<file path="config.mk">
export PLATFORM = sky130hd
export DESIGN_NAME = vram_write_queue
export DESIGN_NICKNAME = d
export VERILOG_FILES = /design/src/rtl/vram_write_queue.sv
export SDC_FILE = /design/constraint.sdc
export NUM_CORES = 1
export LEC_CHECK = 0
export CAP_MARGIN = 20
export CORE_UTILIZATION = 62
export DETAILED_ROUTE_END_ITERATION = 6
export DONT_BUFFER_PORTS = 1
export PLACE_DENSITY = 0.82
export SYNTH_ARGS = -nofsm -noshare
export SYNTH_HDL_FRONTEND = slang
export SYNTH_SLANG_ARGS = --single-unit
export TNS_END_PERCENT = 30
</file>
<file path="constraint.sdc">
create_clock -name clk_12_5875 -period 4.79 [get_ports clk_12_5875]
set_input_delay 0.7185 -clock clk_12_5875 [delete_from_list [all_inputs] [get_ports clk_12_5875]]
set_output_delay 0.7185 -clock clk_12_5875 [all_outputs]
set_load 0.01 [all_outputs]
</file>
<file path="src/rtl/vram_write_queue.sv">
// vram_write_queue: buffers CPU-side VRAM writes in a FIFO. The FIFO drains into the
// GPU VRAM port at one entry per clock, and only while the GPU reports vblank.
// Each popped entry gives a one-cycle vram_write strobe on the cycle after the pop.
// Optional status ports (overflow, occupancy, clr_overflow) are built in when
// VRAM_WRITE_QUEUE_STATUS_EN is defined.
module vram_write_queue #(
    parameter int unsigned DEPTH_LOG2 = 4,
    parameter int unsigned ADDR_WIDTH = 12
) (
    input  logic                  clk_12_5875,
    input  logic                  rst_n,
    input  logic [7:0]            cpu_data,
    input  logic [ADDR_WIDTH-1:0] cpu_address,
    input  logic                  cpu_write,
    output logic                  cpu_ready,
    input  logic                  in_vblank,
    output logic [7:0]            vram_data,
    output logic [ADDR_WIDTH-1:0] vram_address,
    output logic                  vram_write,
`ifdef VRAM_WRITE_QUEUE_STATUS_EN
    input  logic                  clr_overflow,
    output logic                  overflow,
    output logic [DEPTH_LOG2:0]   occupancy,
`endif
    output logic                  queue_empty
);

    localparam int unsigned DEPTH   = 1 << DEPTH_LOG2;
    localparam int unsigned ENTRY_W = ADDR_WIDTH + 8;

    localparam logic [DEPTH_LOG2:0]   FULL_COUNT = (DEPTH_LOG2 + 1)'(DEPTH);
    localparam logic [DEPTH_LOG2:0]   CNT_ONE    = (DEPTH_LOG2 + 1)'(1);
    localparam logic [DEPTH_LOG2-1:0] PTR_ONE    = DEPTH_LOG2'(1);

    typedef enum logic [0:0] {
        StIdle,
        StDrain
    } state_e;

    state_e state_q, state_d;

    logic [ENTRY_W-1:0]    mem [DEPTH];
    logic [DEPTH_LOG2-1:0] wr_ptr_q, wr_ptr_d;
    logic [DEPTH_LOG2-1:0] rd_ptr_q, rd_ptr_d;
    logic [DEPTH_LOG2:0]   count_q, count_d;

    logic [7:0]            vram_data_q, vram_data_d;
    logic [ADDR_WIDTH-1:0] vram_address_q, vram_address_d;
    logic                  vram_write_q, vram_write_d;

    logic                  push;
    logic                  pop;
    logic                  fifo_empty;
    logic [ENTRY_W-1:0]    head;

    // Ready depends only on the registered count. A pop on the same edge does not
    // free a slot for the push on that edge.
    assign cpu_ready  = (count_q != FULL_COUNT);
    assign fifo_empty = (count_q == '0);
    assign push       = cpu_write & cpu_ready;
    assign head       = mem[rd_ptr_q];

    // Drain FSM: decides whether the head entry is popped on this edge.
    always_comb begin
        state_d = state_q;
        pop     = 1'b0;
        unique case (state_q)
            StIdle: begin
                // The entry edge also pops. A vblank window of N edges then gives
                // N strobes.
                if (in_vblank && !fifo_empty) begin
                    state_d = StDrain;
                    pop     = 1'b1;
                end
            end
            StDrain: begin
                if (in_vblank && !fifo_empty) begin
                    pop = 1'b1;
                end else begin
                    state_d = StIdle;
                end
            end
            default: state_d = StIdle;
        endcase
    end

    // Next-state logic for the FIFO pointers and the occupancy count.
    always_comb begin
        wr_ptr_d = wr_ptr_q;
        rd_ptr_d = rd_ptr_q;
        count_d  = count_q;
        if (push) begin
            wr_ptr_d = wr_ptr_q + PTR_ONE;
        end
        if (pop) begin
            rd_ptr_d = rd_ptr_q + PTR_ONE;
        end
        unique case ({push, pop})
            2'b10:   count_d = count_q + CNT_ONE;
            2'b01:   count_d = count_q - CNT_ONE;
            default: count_d = count_q;
        endcase
    end

    // VRAM port registers. They load on a pop and hold their value otherwise.
    always_comb begin
        vram_write_d   = pop;
        vram_data_d    = vram_data_q;
        vram_address_d = vram_address_q;
        if (pop) begin
            vram_data_d    = head[7:0];
            vram_address_d = head[ENTRY_W-1:8];
        end
    end

    // State registers.
    always_ff @(posedge clk_12_5875 or negedge rst_n) begin
        if (!rst_n) begin
            state_q        <= StIdle;
            wr_ptr_q       <= '0;
            rd_ptr_q       <= '0;
            count_q        <= '0;
            vram_data_q    <= '0;
            vram_address_q <= '0;
            vram_write_q   <= 1'b0;
        end else begin
            state_q        <= state_d;
            wr_ptr_q       <= wr_ptr_d;
            rd_ptr_q       <= rd_ptr_d;
            count_q        <= count_d;
            vram_data_q    <= vram_data_d;
            vram_address_q <= vram_address_d;
            vram_write_q   <= vram_write_d;
        end
    end

    // FIFO storage. It is not reset because the pointers alone define which
    // entries are valid.
    always_ff @(posedge clk_12_5875) begin
        if (push) begin
            mem[wr_ptr_q] <= {cpu_address, cpu_data};
        end
    end

    assign vram_data    = vram_data_q;
    assign vram_address = vram_address_q;
    assign vram_write   = vram_write_q;
    assign queue_empty  = fifo_empty & ~vram_write_q;

`ifdef VRAM_WRITE_QUEUE_STATUS_EN
    logic overflow_q, overflow_d;

    // Sticky overflow flag. A clear wins over a set on the same edge.
    always_comb begin
        overflow_d = overflow_q;
        if (clr_overflow) begin
            overflow_d = 1'b0;
        end else if (cpu_write && !cpu_ready) begin
            overflow_d = 1'b1;
        end
    end

    // Overflow flag register.
    always_ff @(posedge clk_12_5875 or negedge rst_n) begin
        if (!rst_n) begin
            overflow_q <= 1'b0;
        end else begin
            overflow_q <= overflow_d;
        end
    end

    assign overflow  = overflow_q;
    assign occupancy = count_q;
`endif

endmodule

</file>
==> After elaboration in Yosys (flattened, before gate mapping) <==
Memory sizes are Yosys's and may differ from the RTL's. A register that Yosys moved wholly into a read port is not among the register bits.
Index checks and enable logic that the tools add are counted.
{ "op_classes": {"addsub": 4, "eq_ne": 3, "n_reduce_logical": 5, "mux": 4, "bitwise": 3, "shifts": 0, "order_cmp": 0, "n_mul": 0, "div_mod_pow": 0} }
{ "ops": {"columns": ["operator", "n"], "rows": [
  ["one-hot mux 5 bit (2 select lines)", 1],
  ["adder 4 x 1 -> 4 bit (second input constant)", 2],
  ["adder 5 x 1 -> 5 bit (second input constant)", 1],
  ["zero test 5 bit", 1],
  ["inequality test 5 bit (second input constant)", 1],
  ["subtractor 5 x 1 -> 5 bit (second input constant)", 1],
  ["2-to-1 mux 1 bit", 3],
  ["AND 1 bit", 2],
  ["equality test 2 x 1 -> 1 bit (second input constant)", 1],
  ["equality test 2 bit (second input constant)", 1],
  ["zero test 1 bit", 2],
  ["nonzero test 2 bit", 1],
  ["logical AND 1 bit", 1],
  ["NOT 1 bit", 1]
]} }
{ "word_totals": {"latch_bits": 0, "ramBits": 320, "romBits": 0, "inputBits": 24, "regBits": 14, "memories": 1} }
{ "memory_table": {"columns": ["memory", "depth", "word_bits", "read_ports", "rd_ports_with_merged_regs", "write_ports", "line", "rtl"], "rows": [
  ["mem", 16, 20, 1, 1, 1, "42", "logic [ENTRY_W-1:0] mem [DEPTH];"]
]} }

==> Longest topological paths before layout <==
Gate-level depths: netlist of the first run.
{ "depth": {"word_depth": 6, "depth_mapped": 12, "mapped_depth_nobuf": 10} }

==> Worst setup path before layout of the first run <==
Ideal clock, no wire load.
{ "synth_path": {"path_kind": "in2reg", "start": "in cpu_write", "end": "mem mem[3][0] (netlist bit) (enable)", "setup_slack_ns": 1.579, "setup_ns": 0.422, "arrival_time_ns": 2.789, "t_required_ns": 4.368, "stages": 3, "path_cell_list": "a21boi_1 -> nand2_1 -> nor3_1"} }
{ "synth_via": {"elab_chain_cells": 3} }
{ "synth_lines": {"columns": ["element", "line", "rtl"], "rows": [
  ["start, declared", "14", "input logic cpu_write,"],
  ["AND 1 bit", "60", "assign push = cpu_write & cpu_ready;"],
  ["2-to-1 mux 1 bit", "140", "if (push) begin"],
  ["2-to-1 mux 1 bit (not written as such)", "141", "mem[wr_ptr_q] <= {cpu_address, cpu_data};"],
  ["end, declared", "42", null]
]} }
No other way between the ends.

==> Worst setup path in the final report of the first run <==
{ "layout_path": {"start": "reg count_q[1]", "end": "reg count_q[4]"} }
{ "layout_via": {"elab_chain_cells": 6, "elab_cells_between_ends": 12} }
{ "layout_lines": {"columns": ["element", "line", "rtl"], "rows": [
  ["start, declared", "45", "logic [DEPTH_LOG2:0] count_q, count_d;"],
  ["start signal, assigned", "130", "count_q <= count_d;"],
  ["zero test 5 bit *", "59", "assign fifo_empty = (count_q == '0);"],
  ["zero test 1 bit *", "71, 77", null],
  ["logical AND 1 bit *", "71, 77", null],
  ["2-to-1 mux 1 bit *", "71, 77", null],
  ["net pop", "52", "logic pop;"],
  ["equality test 2 x 1 -> 1 bit / equality test 2 bit (equally long branches)", "98", "unique case ({push, pop})"],
  ["one-hot mux 5 bit (2 select lines) / nonzero test 2 bit (equally long branches)", null, null]
]} }
Mark *: on every way through the listed nets, which the timed path passes. The rest lies on a longest branch.
A chain may end at the register's enable or synchronous reset.

==> results of run 1 <==
-- cell families after synthesis --
logic type,after synthesis
muxes,101
DFF,354
xor gates and xnor gates,10
adders and majority gates,9
buffers and inverters,42
AOI/OAI and AO/OA,73
and+or+nand+nor,52
-- per-layer routing --
| layer | global-route usage [%] | vias to the layer above | wire length (um) |
|---|---|---|---|
| li1 | - | 2693 | - |
| met1 | 37.95 | 3464 | 11180 |
| met2 | 41.94 | 423 | 14280 |
| met3 | 5.788 | 69 | 2626 |
| met4 | 9.950 | 0 | 836 |
| met5 | 0 | - | 0 |
-- synthesized netlist by cell type (all sizes together) (2+ instances only) --
master  count
nor2b       2
nand4       2
or4         2
inv         4
o22ai      20
xnor2       7
a21o       20
xor2        3
ha          9
nor2       15
nand2      12
clkbuf     11
a21oi       2
nand2b      6
nor4        2
mux4       80
nor3        5
buf        27
mux2i      20
edfxtp    320
dfrtp      34
a21boi      2
nor3b       2
o21ai       6
a211oi     20
-- final timing paths --
check,start,endpoint,slack (ps),cells after the start
min in group clk_12_5875,cpu_address[2],mem[12][10],300,0
worst max register to register,count_q[1],count_q[4],1230,11
worst min-delay path,rst_n,vram_address[10],40,1
worst min register to register,vram_data[1],vram_data[1],550,1
max in group asynchronous,rst_n,rd_ptr_q[2],4520,1
worst max-delay path,count_q[1],count_q[4],1230,11
-- sequential cells by signal (all words and copies together) (netlist names) --
| register | flops |
|---|---|
| count_q | 5 |
| mem | 320 |
| wr_ptr_q | 4 |
| vram_address | 12 |
| vram_write | 1 |
| vram_data | 8 |
| rd_ptr_q | 4 |
-- stage by stage --
stage	setup WS, ps	power, mW	cell area, um2	hold slack, ps	instances
after floorplan	1579	5.828	13700	422.9	641
after global placement	1466	6.291	14060	424.1	905
after detailed placement	1271	6.414	14060	424.2	905
after CTS	1251	9.045	15160	41.43	967
after global routing	1123	9.322	15160	42.71	967
final	1230	9.018	15160	40.90	967
-- worst max-delay path: cells and delay by family (launching register included) --
family | cells | cell delay [ps]
xor gates and xnor gates | 1 | 190
and+or+nand+nor | 4 | 1170
DFF | 1 | 470
AOI/OAI and AO/OA | 2 | 360
adders and majority gates | 2 | 590
buffers and inverters | 2 | 640
-- layout make-up --
cell class / count / area [um2] / share of cell area [%]
repair buffers: 23 / 197.7 / 1.304
clock inverters: 14 / 156.4 / 1.031
clock buffers: 47 / 930.9 / 6.139
well taps: 280 / 350.3 / 2.310
multi-input cells: 245 / 3044 / 20.08
inverters: 4 / 15.01 / 0.09902
flip-flops and latches: 354 / 10470 / 69.04
-- report_power, final --
part / internal (mW) / switching [mW]
Combinational: 1.04 / 1.06
Clock: 1.53 / 1.09
Sequential: 3.80 / 0.486
Total: 6.37 / 2.64
-- repair_timing --
item,4_1_cts,5_1_grt
setup endpoints to repair,0,0
hold buffers,1,0
resized for setup,0,0
endpoints found under the hold margin,34,0
==> flow_metrics.env, run 1 <==
export IMPL_max_stage_delay_ps=590
export IMPL_diodes=0
export IMPL_synth_top_area_cell="edfxtp_1"
export IMPL_yosys_area_top_type_share_pct=70.13
export IMPL_finalSetupViolCount=0
export IMPL_cts_sinks=354
export IMPL_rsz0062_at_grt="false"
export IMPL_hpwl_um=15890
export IMPL_powerDensity_nw_per_um2=594.7
export IMPL_hold_path_class="in2async"
export IMPL_synth_distinct_cells=40
export IMPL_crit_top_cell="ha_1"
export IMPL_synthMuxAreaShare_pct=14.69
export IMPL_totalNegativeSetupSlack_ps=0
export IMPL_ioPinCount=47
export IMPL_worstPathMaxFanout=43
export IMPL_antenna_found_initial=0
export IMPL_cts_tree="yes"
export IMPL_wl_per_cell_um=29.91
export IMPL_final_cell_mix="edfxtp_1, mux4_2, clkbuf_16"
export IMPL_synth_cells=641
export IMPL_wirelength_um=28920
export IMPL_dr_pass1_iters=5
export IMPL_via_per_inst=6.876
export IMPL_async_flop_share_pct=9.605
export IMPL_ys_top_cells_by_area="edfxtp_1, mux4_2, dfrtp_1"
export IMPL_worstSetupPathType="reg2reg"
export IMPL_grt_pass1_wl_um=42700
export IMPL_hold_viol_final=0
export IMPL_grt_pass1_vias=6792
export IMPL_h_tree_depth=2
export IMPL_placementRows=54
export IMPL_nNetsFinal=695
export IMPL_die_h_um=150.7
export IMPL_synth_fa_ha_area_share_pct=0.8218
export IMPL_fin_skew_ps=19.86
export IMPL_track_usage_pct=26.86
export IMPL_synth_enable_flop_cells=320
export IMPL_yosysWarnings=0
export IMPL_maxSlewHeadroom_pct=19.46
export IMPL_maxSlewViolCount=0
export IMPL_crit_chain="or4_4 > o21ai_4 > buf_4 > inv_2 > ha_1 > xor2_1 > ha_1 > o211a_1 > or4_1 > nand3_1 > nor3b_1"
export IMPL_gp_congestion=0.8753
export IMPL_yosys_most_used_dff="edfxtp_1"
export IMPL_fill_cells=1196
export IMPL_drive_above_1_share_pct=25.47
export IMPL_first_iter_violations=715
export IMPL_drv_cap=0
export IMPL_worstPathRequired_ps=5180
export IMPL_synth_avg_cell_area_um2=21.38
export IMPL_synth_compound_area_share_pct=3.790
export IMPL_p_leak_nw=4.989
export IMPL_synth_xor_area_share_pct=0.6392
export IMPL_status="finished clean"
export IMPL_start_util_pct=62.98
export IMPL_final_min_clock_period_ps=3560
export IMPL_die_w_um=150.7
export IMPL_postCtsSetupBuffers=0
export IMPL_finalCritPeriodShare_pct=74.31
export IMPL_yosysSeqAreaShare_pct=76.34
export IMPL_area_growth_pct=10.67
export IMPL_die_area_um2=22700
export IMPL_ys_ff_latch=354
export IMPL_clk_pin_slew_ps=60
export IMPL_cp_arrival_ps=3950
export IMPL_num_vias=6649
export IMPL_grt_max_degree=53
export IMPL_final_common_cell="edfxtp_1"
export IMPL_final_core_util_pct=69.70
export IMPL_port_buffer_count=0
export IMPL_synth_simple_area_share_pct=1.909
export IMPL_synth_top_family_by_area="multiplexers"
export IMPL_clockBufferDepth=3
export IMPL_fmax_ghz=0.2809
export IMPL_vdd_drop_max_mv=0.3771
export IMPL_grt_overflow=0
export IMPL_synth_fp_nets=674
export IMPL_insertion_delay_ps=510
export IMPL_drc_errors=0
export IMPL_cp_start_kind="flip-flop"
export IMPL_coreArea_um2=21760
export IMPL_crit_slowest_cell="or4_4"
export IMPL_numCtsBuffers=34
export IMPL_tightestPinTransition_ps=1208
export IMPL_root_buffer="clkbuf_16"
export IMPL_endpoint_kind="flip-flop"
export IMPL_syn_area_um2=13700
export IMPL_ant_nets=0
(Power assumes the default switching activity.)
==> run 2, diff against run 1 <==
Clock period 4.79 ns to 3.69 ns, I/O delays scaled along.
==> flow_metrics.env, run 2 (synthesized netlist as in run 1, its figures left out) <==
export IMPL_top_register="mem"
export IMPL_dp_slack_ps=617.7
export IMPL_cp_arrival_ps=3520
export IMPL_switching_power_mw=3.489
export IMPL_power_total_mw=11.84
export IMPL_cts_sinks=354
export IMPL_layout_setup_ws_ps=553.0
export IMPL_gr_usage_met3_pct=5.970
export IMPL_hold_worst_slack_ps=140.7
export IMPL_hpwl_um=16720
export IMPL_gr_usage_met2_pct=41.45
export IMPL_worstSetupPathType="reg2reg"
export IMPL_clock_power_share_pct=29.3
export IMPL_worstPathMaxFanout=10
export IMPL_num_vias=6712
export IMPL_antenna_found_initial=0
export IMPL_clockBufferDepth=3
export IMPL_gp_congestion=0.8466
export IMPL_h_tree_depth=2
export IMPL_totalNegativeSetupSlack_ps=0
export IMPL_crit_chain="nor4_1 > a21boi_1 > inv_1 > ha_1 > xor2_1 > ha_1 > o211a_1 > or4_1 > nand3_1 > nor3b_1"
export IMPL_share_comb_of_total_power_pct=24.4
export IMPL_drc_errors=0
export IMPL_wl_per_cell_um=29.84
export IMPL_die_w_um=150.7
export IMPL_cp_start_kind="flip-flop"
export IMPL_largest_reg_flops=320
export IMPL_grt_use_met1_pct=38.87
export IMPL_final_cell_area_um2=15240
export IMPL_finalCritPeriodShare_pct=85.01
export IMPL_final_cells=971
export IMPL_maxSlewHeadroom_pct=29.39
export IMPL_grt_pass1_vias=6790
export IMPL_vdd_drop_max_mv=0.3698
export IMPL_hold_viol_final=0
export IMPL_via_per_inst=6.912
export IMPL_multiInputGateArea_um2=3044
export IMPL_p_leak_nw=5.051
export IMPL_area_growth_pct=11.20
export IMPL_max_stage_delay_ps=580
export IMPL_port_buffer_count=0
export IMPL_root_buffer="clkbuf_16"
export IMPL_drv_cap=0
export IMPL_fmax_ghz=0.3188
export IMPL_tightestPinTransition_ps=1059
export IMPL_die_h_um=150.7
export IMPL_wirelength_um=28970
export IMPL_postPlaceCellArea_um2=14080
export IMPL_drive_above_1_share_pct=26.34
export IMPL_final_core_util_pct=70.03
export IMPL_grt_max_degree=47
export IMPL_grt_busiest_layer="met2"
export IMPL_crit_top_cell="ha_1"
export IMPL_die_area_um2=22700
export IMPL_start_util_pct=62.98
export IMPL_postCtsSetupBuffers=0
export IMPL_ioPinCount=47
export IMPL_grt_overflow=0
export IMPL_clk_pin_slew_ps=60
export IMPL_swShare_pct=29.46
export IMPL_diodes=0
export IMPL_cts_tree="yes"
export IMPL_status="finished clean"
export IMPL_sequentialPowerShare_pct=46.3
export IMPL_track_usage_pct=27.04
export IMPL_maxSlewViolCount=0
export IMPL_power_internal_mw=8.355
export IMPL_final_cell_mix="edfxtp_1, mux4_2, clkbuf_16"
export IMPL_dr_pass1_iters=5
export IMPL_numCtsBuffers=34
export IMPL_path_delay_family="compound AO/OA/AOI/OAI gates"
export IMPL_final_min_clock_period_ps=3137
export IMPL_finalSetupViolCount=0
export IMPL_dp_cells=908
export IMPL_insertion_delay_ps=500
export IMPL_layout_area_seq_um2=10470
export IMPL_ant_nets=0
export IMPL_fin_skew_ps=11.62
export IMPL_rsz0062_at_grt="false"
export IMPL_worstPathRequired_ps=4070
export IMPL_final_common_cell="edfxtp_1"
export IMPL_first_iter_violations=738
export IMPL_coreArea_um2=21760
export IMPL_fill_cells=1218
export IMPL_powerDensity_nw_per_um2=777.4
export IMPL_critPathBufInv=1
export IMPL_placementRows=54
export IMPL_endpoint_kind="flip-flop"
export IMPL_hold_path_class="in2reg"
export IMPL_nNetsFinal=699
export IMPL_crit_slowest_cell="a21boi_1"
export IMPL_grt_pass1_wl_um=43130
run 2: changes by cell type in the layout (fill, tap and decap cells not counted), sizes merged:
cell,change
inv,+1
clkinv,+2
clkinvlp,-4
clkbuf,+2
buf,+3
bufinv,-1
dlygate4sd3,+1
run 2: path summary, 6_finish.rpt:
| check | startpoint | endpoint | slack, ps | cells past startpoint |
|---|---|---|---|---|
| max | count_q[2] | count_q[4] | 550 | 10 |
| min | cpu_address[3] | mem[11][11] | 140 | 0 |
| max reg2reg | count_q[2] | count_q[4] | 550 | 10 |
| min reg2reg | vram_address[11] | vram_address[11] | 550 | 1 |
| max in group asynchronous | rst_n | rd_ptr_q[2] | 2920 | 2 |
| min in group asynchronous | rst_n | vram_data[6] | 550 | 2 |
run 2: final cells by class:
type	count	area share (%)
Clock buffer	49	6.627
Clock inverter	12	0.7719
Inverter	4	0.09855
Multi-Input combinational cell	245	19.98
Sequential cell	354	68.71
Tap cell	280	2.299
Timing Repair Buffer	27	1.511
run 2: power groups by stage:
stage,combinational (mW),clock (mW),sequential (mW)
after floorplan,2.37,0,5.20
after CTS,2.88,3.51,5.49
after global routing,3.04,3.67,5.55
final,2.89,3.47,5.49
after global placement,2.71,0,5.50
after detailed placement,2.81,0,5.55
run 2: metal layers:
layer / up-vias / wire length, um / part of all wire (%)
met5: - / 0 / 0
met4: 0 / 887 / 3.1
met3: 65 / 2946 / 10
met2: 445 / 14280 / 49
met1: 3499 / 10860 / 37
li1: 2703 / - / -
run 2: repair_timing:
item | CTS | global route
hold buffers | 2 | 0
endpoints found under the hold margin | 34 | 0
setup endpoints to repair | 0 | 0
gates resized for setup | 0 | 0
